==> src/rtl/traffic_phase_ctrl_pkg.sv <==
// rtl/traffic_phase_ctrl_pkg.sv - phase encodings, lamp constants and phase-order helper
package traffic_phase_ctrl_pkg;

  // 3-bit phase encodings
  localparam logic [2:0] PH_AG     = 3'd0;
  localparam logic [2:0] PH_AY     = 3'd1;
  localparam logic [2:0] PH_BG     = 3'd2;
  localparam logic [2:0] PH_BY     = 3'd3;
  localparam logic [2:0] PH_HOLDA  = 3'd4;
  localparam logic [2:0] PH_HOLDB  = 3'd5;
  localparam logic [2:0] PH_ALLRED = 3'd6;

  // Lamp groups are {red,yellow,green}, active high
  localparam logic [2:0] L_RED = 3'b100;
  localparam logic [2:0] L_YEL = 3'b010;
  localparam logic [2:0] L_GRN = 3'b001;

  typedef enum logic [2:0] {
    S_AG     = PH_AG,
    S_AY     = PH_AY,
    S_BG     = PH_BG,
    S_BY     = PH_BY,
    S_HOLDA  = PH_HOLDA,
    S_HOLDB  = PH_HOLDB,
    S_ALLRED = PH_ALLRED
  } phase_t;

  // Successor in the normal AG -> AY -> BG -> BY ring; hold states re-enter at their green
  function automatic phase_t next_phase(input phase_t p);
    case (p)
      S_AG:    next_phase = S_AY;
      S_AY:    next_phase = S_BG;
      S_BG:    next_phase = S_BY;
      S_BY:    next_phase = S_AG;
      S_HOLDB: next_phase = S_BG;
      default: next_phase = S_AG;
    endcase
  endfunction

endpackage

==> src/rtl/traffic_phase_ctrl_bin2bcd99.sv <==
// rtl/traffic_phase_ctrl_bin2bcd99.sv - combinational 0..99 binary to 2-digit BCD, saturating at 99
module bin2bcd99 (
  input  logic [6:0] bin_i,
  output logic [7:0] bcd_o
);

  logic [3:0] tens;
  logic [3:0] units;

  assign tens  = 4'(bin_i / 7'd10);
  assign units = 4'(bin_i - 7'(tens) * 7'd10);

  // Anything above 99 cannot be shown on two digits, so pin it to 99
  assign bcd_o = (bin_i > 7'd99) ? 8'h99 : {tens, units};

endmodule

==> src/rtl/traffic_phase_ctrl.sv <==
// rtl/traffic_phase_ctrl.sv - two-road phase sequencer with stop/pause controls and BCD countdowns (option: TRAFFIC_GREEN_FLASH_EN)
module traffic_phase_ctrl
  import traffic_phase_ctrl_pkg::*;
#(
  parameter int unsigned GREEN_A = 30,
  parameter int unsigned GREEN_B = 20,
  parameter int unsigned YEL     = 5
) (
  input  logic       clk,
  input  logic       clr,
  input  logic       tick,
  input  logic       stopa,
  input  logic       stopb,
  input  logic       pause,
  output logic [2:0] light1,
  output logic [2:0] light2,
  output logic [7:0] bcd1,
  output logic [7:0] bcd2
);

  localparam logic [6:0] DUR_A = 7'(GREEN_A);
  localparam logic [6:0] DUR_B = 7'(GREEN_B);
  localparam logic [6:0] DUR_Y = 7'(YEL);

  phase_t     phase_q;
  logic [6:0] t_q;
  logic [6:0] disp1;
  logic [6:0] disp2;
  logic [6:0] t_plus_y;

  function automatic logic [6:0] dur_of(input phase_t p);
    case (p)
      S_AG:    dur_of = DUR_A;
      S_BG:    dur_of = DUR_B;
      default: dur_of = DUR_Y;
    endcase
  endfunction

  // Phase/timer sequencer: stops override everything, then release, then pause, then tick
  always_ff @(posedge clk or posedge clr) begin
    if (clr) begin
      phase_q <= S_AG;
      t_q     <= DUR_A;
    end else if (stopa && stopb) begin
      phase_q <= S_ALLRED;
    end else if (stopa) begin
      phase_q <= S_HOLDA;
    end else if (stopb) begin
      phase_q <= S_HOLDB;
    end else begin
      case (phase_q)
        S_HOLDA, S_ALLRED, S_HOLDB: begin
          phase_q <= next_phase(phase_q);
          t_q     <= dur_of(next_phase(phase_q));
        end
        default: begin
          if (tick && !pause) begin
            if (t_q > 7'd1) begin
              t_q <= t_q - 7'd1;
            end else begin
              phase_q <= next_phase(phase_q);
              t_q     <= dur_of(next_phase(phase_q));
            end
          end
        end
      endcase
    end
  end

  assign t_plus_y = t_q + DUR_Y;

  // Lamp and countdown decode from the registered phase and timer
  always_comb begin
    light1 = L_RED;
    light2 = L_RED;
    disp1  = 7'd0;
    disp2  = 7'd0;
    case (phase_q)
      S_AG:    begin light1 = L_GRN; light2 = L_RED; disp1 = t_q;      disp2 = t_plus_y; end
      S_AY:    begin light1 = L_YEL; light2 = L_RED; disp1 = t_q;      disp2 = t_q;      end
      S_BG:    begin light1 = L_RED; light2 = L_GRN; disp1 = t_plus_y; disp2 = t_q;      end
      S_BY:    begin light1 = L_RED; light2 = L_YEL; disp1 = t_q;      disp2 = t_q;      end
      S_HOLDA: begin light1 = L_GRN; light2 = L_RED; end
      S_HOLDB: begin light1 = L_RED; light2 = L_GRN; end
      default: begin light1 = L_RED; light2 = L_RED; end
    endcase
`ifdef TRAFFIC_GREEN_FLASH_EN
    // Blank the active green on even seconds of the last three so it blinks at tick rate
    if ((t_q <= 7'd3) && !t_q[0]) begin
      if (phase_q == S_AG) light1 = light1 & ~L_GRN;
      if (phase_q == S_BG) light2 = light2 & ~L_GRN;
    end
`endif
  end

  bin2bcd99 u_bcd1 (
    .bin_i (disp1),
    .bcd_o (bcd1)
  );

  bin2bcd99 u_bcd2 (
    .bin_i (disp2),
    .bcd_o (bcd2)
  );

endmodule

==> config.mk <==
export PLATFORM = sky130hd
export DESIGN_NAME = traffic_phase_ctrl
export DESIGN_NICKNAME = d
export VERILOG_FILES = /design/src/rtl/traffic_phase_ctrl_pkg.sv /design/src/rtl/traffic_phase_ctrl_bin2bcd99.sv /design/src/rtl/traffic_phase_ctrl.sv
export SDC_FILE = /design/constraint.sdc
export NUM_CORES = 1
export LEC_CHECK = 0
export CAP_MARGIN = 20
export CELL_PAD_IN_SITES_DETAIL_PLACEMENT = 2
export CELL_PAD_IN_SITES_GLOBAL_PLACEMENT = 2
export CORE_UTILIZATION = 34
export DETAILED_ROUTE_END_ITERATION = 8
export GPL_TIMING_DRIVEN = 0
export PLACE_DENSITY_LB_ADDON = 0.1
export SLEW_MARGIN = 20
export SYNTH_ARGS = -nofsm -noshare
export SYNTH_HDL_FRONTEND = slang
export SYNTH_SLANG_ARGS = --single-unit
==> constraint.sdc <==
create_clock -name clk -period 10.7 [get_ports clk]
set_clock_uncertainty 0.2 [all_clocks]
set_input_delay 2.14 -clock clk [delete_from_list [all_inputs] [get_ports clk]]
set_output_delay 2.14 -clock clk [all_outputs]
set_load 0.01 [all_outputs]
==> results.json <==
{
  "outcome": "finished, final reports clean",
  "yosysTopAreaCellShare_pct": 7.533,
  "drt_iter0_drc": 84,
  "hpwlAfterDp_mm": 5.528,
  "antenna_found_initial": 0,
  "synthTopCellsByArea": "dfrtp_1, o21ai_0, nor2_1, dfstp_2, ha_1",
  "irDropWorstVdd_v": 0.00008375,
  "grt_pass1_wl_mm": 11.76,
  "totalWireLength_mm": 6.922,
  "initial_core_util_pct": 35.76,
  "arrival_ns": 5.73,
  "critPathRequiredTime_ns": 8.36,
  "worst_slew_pin_slew_ns": 0.9211,
  "core_um2": 5574,
  "via_per_inst": 5.805,
  "finalHoldViolations": 0,
  "reg2regPathDepth": 10,
  "synth_nets": 296,
  "setup_viol": 0,
  "cts.path.max_buffers": 2,
  "syn_to_final_growth_pct": 20.84,
  "worst_setup_path_end_kind": "output pin",
  "yosysUniqueCellTypes": 68,
  "hold_depth": 2,
  "hp-start": "t_q[1]$_DFFE_PP1P_",
  "post-route-drc-count": 0,
  "port_buffers": 27,
  "cts_buffers": 3,
  "globalRouteOverflowTotal": 0,
  "cts.sinks": 10,
  "cts_tree": "yes",
  "finalSetupTns_ns": 0,
  "synth-seq-area-share_pct": 12.81,
  "die-area_um2": 6172,
  "mostFrequentLayoutCells": "nor2_1, clkdlybuf4s50_1, o21ai_0",
  "netlist_instances": 281,
  "crit_fanout": 10,
  "period_share_pct": 75.39,
  "die_w_um": 78.57,
  "rows": 27,
  "post-route-min-period_ns": 8.067,
  "n_antenna_cell": 0,
  "grt_max_degree": 11,
  "regToRegStartpoint": "t_q[4]$_DFFE_PP1P_",
  "critPathLaunchType": "flip-flop",
  "post_cts_buffers": 0,
  "ant_nets": 0,
  "ys_ff_latch": 10,
  "maxCapViolations": 0,
  "path_clk_slew_ns": 0.06,
  "fmax_ghz": 0.1240,
  "criticalPathCategory": "flip-flop to output pin",
  "hold_path.class": "flip-flop to flip-flop",
  "ff2ff_setup_slack_ns": 7.89,
  "cts_resized": 0,
  "via_count": 2229,
  "clk_latency_ns": 0.25,
  "syn_area_um2": 1993,
  "yosysTopAreaCell": "dfrtp_1",
  "fin_nets": 328,
  "grt_usage_pct": 24.11,
  "finalWeightedCongestion": 0.8191,
  "die_h_um": 78.57,
  "drv_slew": 0,
  "power_density_nw_per_um2": 137.8,
  "routedWlPerCell_um": 18.03,
  "final_common_cell": "nor2_1",
  "cts-root-buf": "clkbuf_8",
  "ctsHtreeMaxLevel": 1,
  "yosys_most_used_dff": "dfrtp_1",
  "relSlewSlack_pct": 37.81,
  "synthArstFlopShare_pct": 100.0,
  "design.portCount": 28,
  "cts_hold_buffers": 0,
  "syn_avg_cell_area_um2": 7.093,
  "grt_setup_unrepaired": "false",
  "holdPathEnd": "t_q[1]$_DFFE_PP1P_",
  "power.leakage_nw": 0.8799,
  "grt_pass1_vias": 2306,
  "ys_warn_count": 0,
  "dr.pass1.iters": 4,
  "rr_endpoint": "phase_q[1]$_DFFE_PP0P_",
  "synth_edf_count": 0,
  "p_total_mw": 0.3319,
  "drive_gt1_share_pct": 13.14
}
==> power breakdown <==
| group | leakage, nW | switching [mW] | internal (mW) | total (mW) |
|---|---|---|---|---|
| Sequential | 0.117 | 0.00427 | 0.0460 | 0.0502 |
| Clock | 0.0288 | 0.0186 | 0.0326 | 0.0512 |
| Combinational | 0.734 | 0.133 | 0.0972 | 0.230 |
==> through the flow <==
step	utilization [%]	hold WS [ns]	cells	setup WS, ns	instance area (µm²)
final	43.21	0.5300	384	2.633	2409
after global routing	43.21	0.5730	384	2.297	2409
after CTS	43.21	0.5430	384	2.601	2409
after detailed placement	42.22	0.5346	380	2.857	2354
after global placement	42.22	0.5272	380	2.994	2354
after floorplan	-	0.4421	281	4.013	1993
==> routing by layer <==
metal  track usage [%]  routed length [µm]
met1             29.80                3141
met2             45.04                3613
met3             1.512                 105
met4             5.370                  63
met5                 0                   0
==> worst max-delay path, stage by stage (launching register included) <==
cell and delay, ns:
dfstp_2 0.54, buf_2 0.22, o21ai_1 0.12, nor2_1 0.24, mux2i_1 0.67, nand2b_1 0.24
nor2_1 0.06, o21ai_0 0.14, o311ai_0 0.28, ha_1 0.42, o21a_1 0.13, maj3_1 0.32
o22ai_1 0.15, or4_4 0.18, ha_1 0.15, inv_1 0.05, fa_1 0.36, or3_1 0.40
a21o_1 0.19, nand3_1 0.07, clkdlybuf4s50_1 0.53
==> final cells by class <==
| cell class | count | area [µm²] |
|---|---|---|
| Clock buffer | 4 | 55.05 |
| Multi-Input combinational cell | 242 | 1594 |
| Timing Repair Buffer | 27 | 270.3 |
| Tap cell | 72 | 90.09 |
| Fill cell | 690 | 3166 |
| Inverter | 10 | 37.54 |
| Buffer | 19 | 106.4 |
| Sequential cell | 10 | 255.2 |
==> synthesized netlist by cell type (all sizes together), types with 3 or more instances <==
library cell / count
a211oi: 4
a21o: 6
a21oi: 14
a31oi: 6
and2: 6
buf: 13
clkbuf: 6
dfrtp: 6
dfstp: 4
ha: 7
inv: 10
mux2i: 6
nand2: 16
nand2b: 6
nand3: 6
nand4: 4
nor2: 37
nor2b: 8
nor3: 12
o211ai: 3
o21a: 3
o21ai: 30
o22ai: 3
or2: 5
or3: 10
xnor2: 8
==> cells by family (layout without fill, tap and decap cells) <==
| kind of cell | Yosys count | in the layout | share of synthesized area, % |
|---|---|---|---|
| AO/OA/AOI/OAI | 92 | 92 | 32.08 |
| XOR/XNOR | 10 | 10 | 4.395 |
| adder cells (fa/ha/maj) | 10 | 10 | 6.905 |
| buffers and inverters | 29 | 60 | 7.219 |
| flip-flops | 10 | 10 | 12.81 |
| multiplexers | 8 | 8 | 4.143 |
| AND/OR/NAND/NOR | 122 | 122 | 32.46 |
==> flip-flops by register name, indices dropped and copies added (netlist names) <==
name and cells:
phase_q 3, t_q 7
==> how the worst max path moves through the flow <==
stage                     slack, ns  endpoint                from
after floorplan                4.01   bcd1[3]  t_q[1]$_DFFE_PP1P_
after global placement         2.99   bcd1[3]  t_q[2]$_DFFE_PP1P_
after detailed placement       2.86   bcd1[3]  t_q[2]$_DFFE_PP1P_
after CTS                      2.60   bcd1[3]  t_q[2]$_DFFE_PP1P_
after global routing           2.30   bcd1[3]  t_q[2]$_DFFE_PP1P_
final                          2.63   bcd1[3]  t_q[2]$_DFFE_PP1P_
Note: power is estimated with default switching activity, not from simulation.
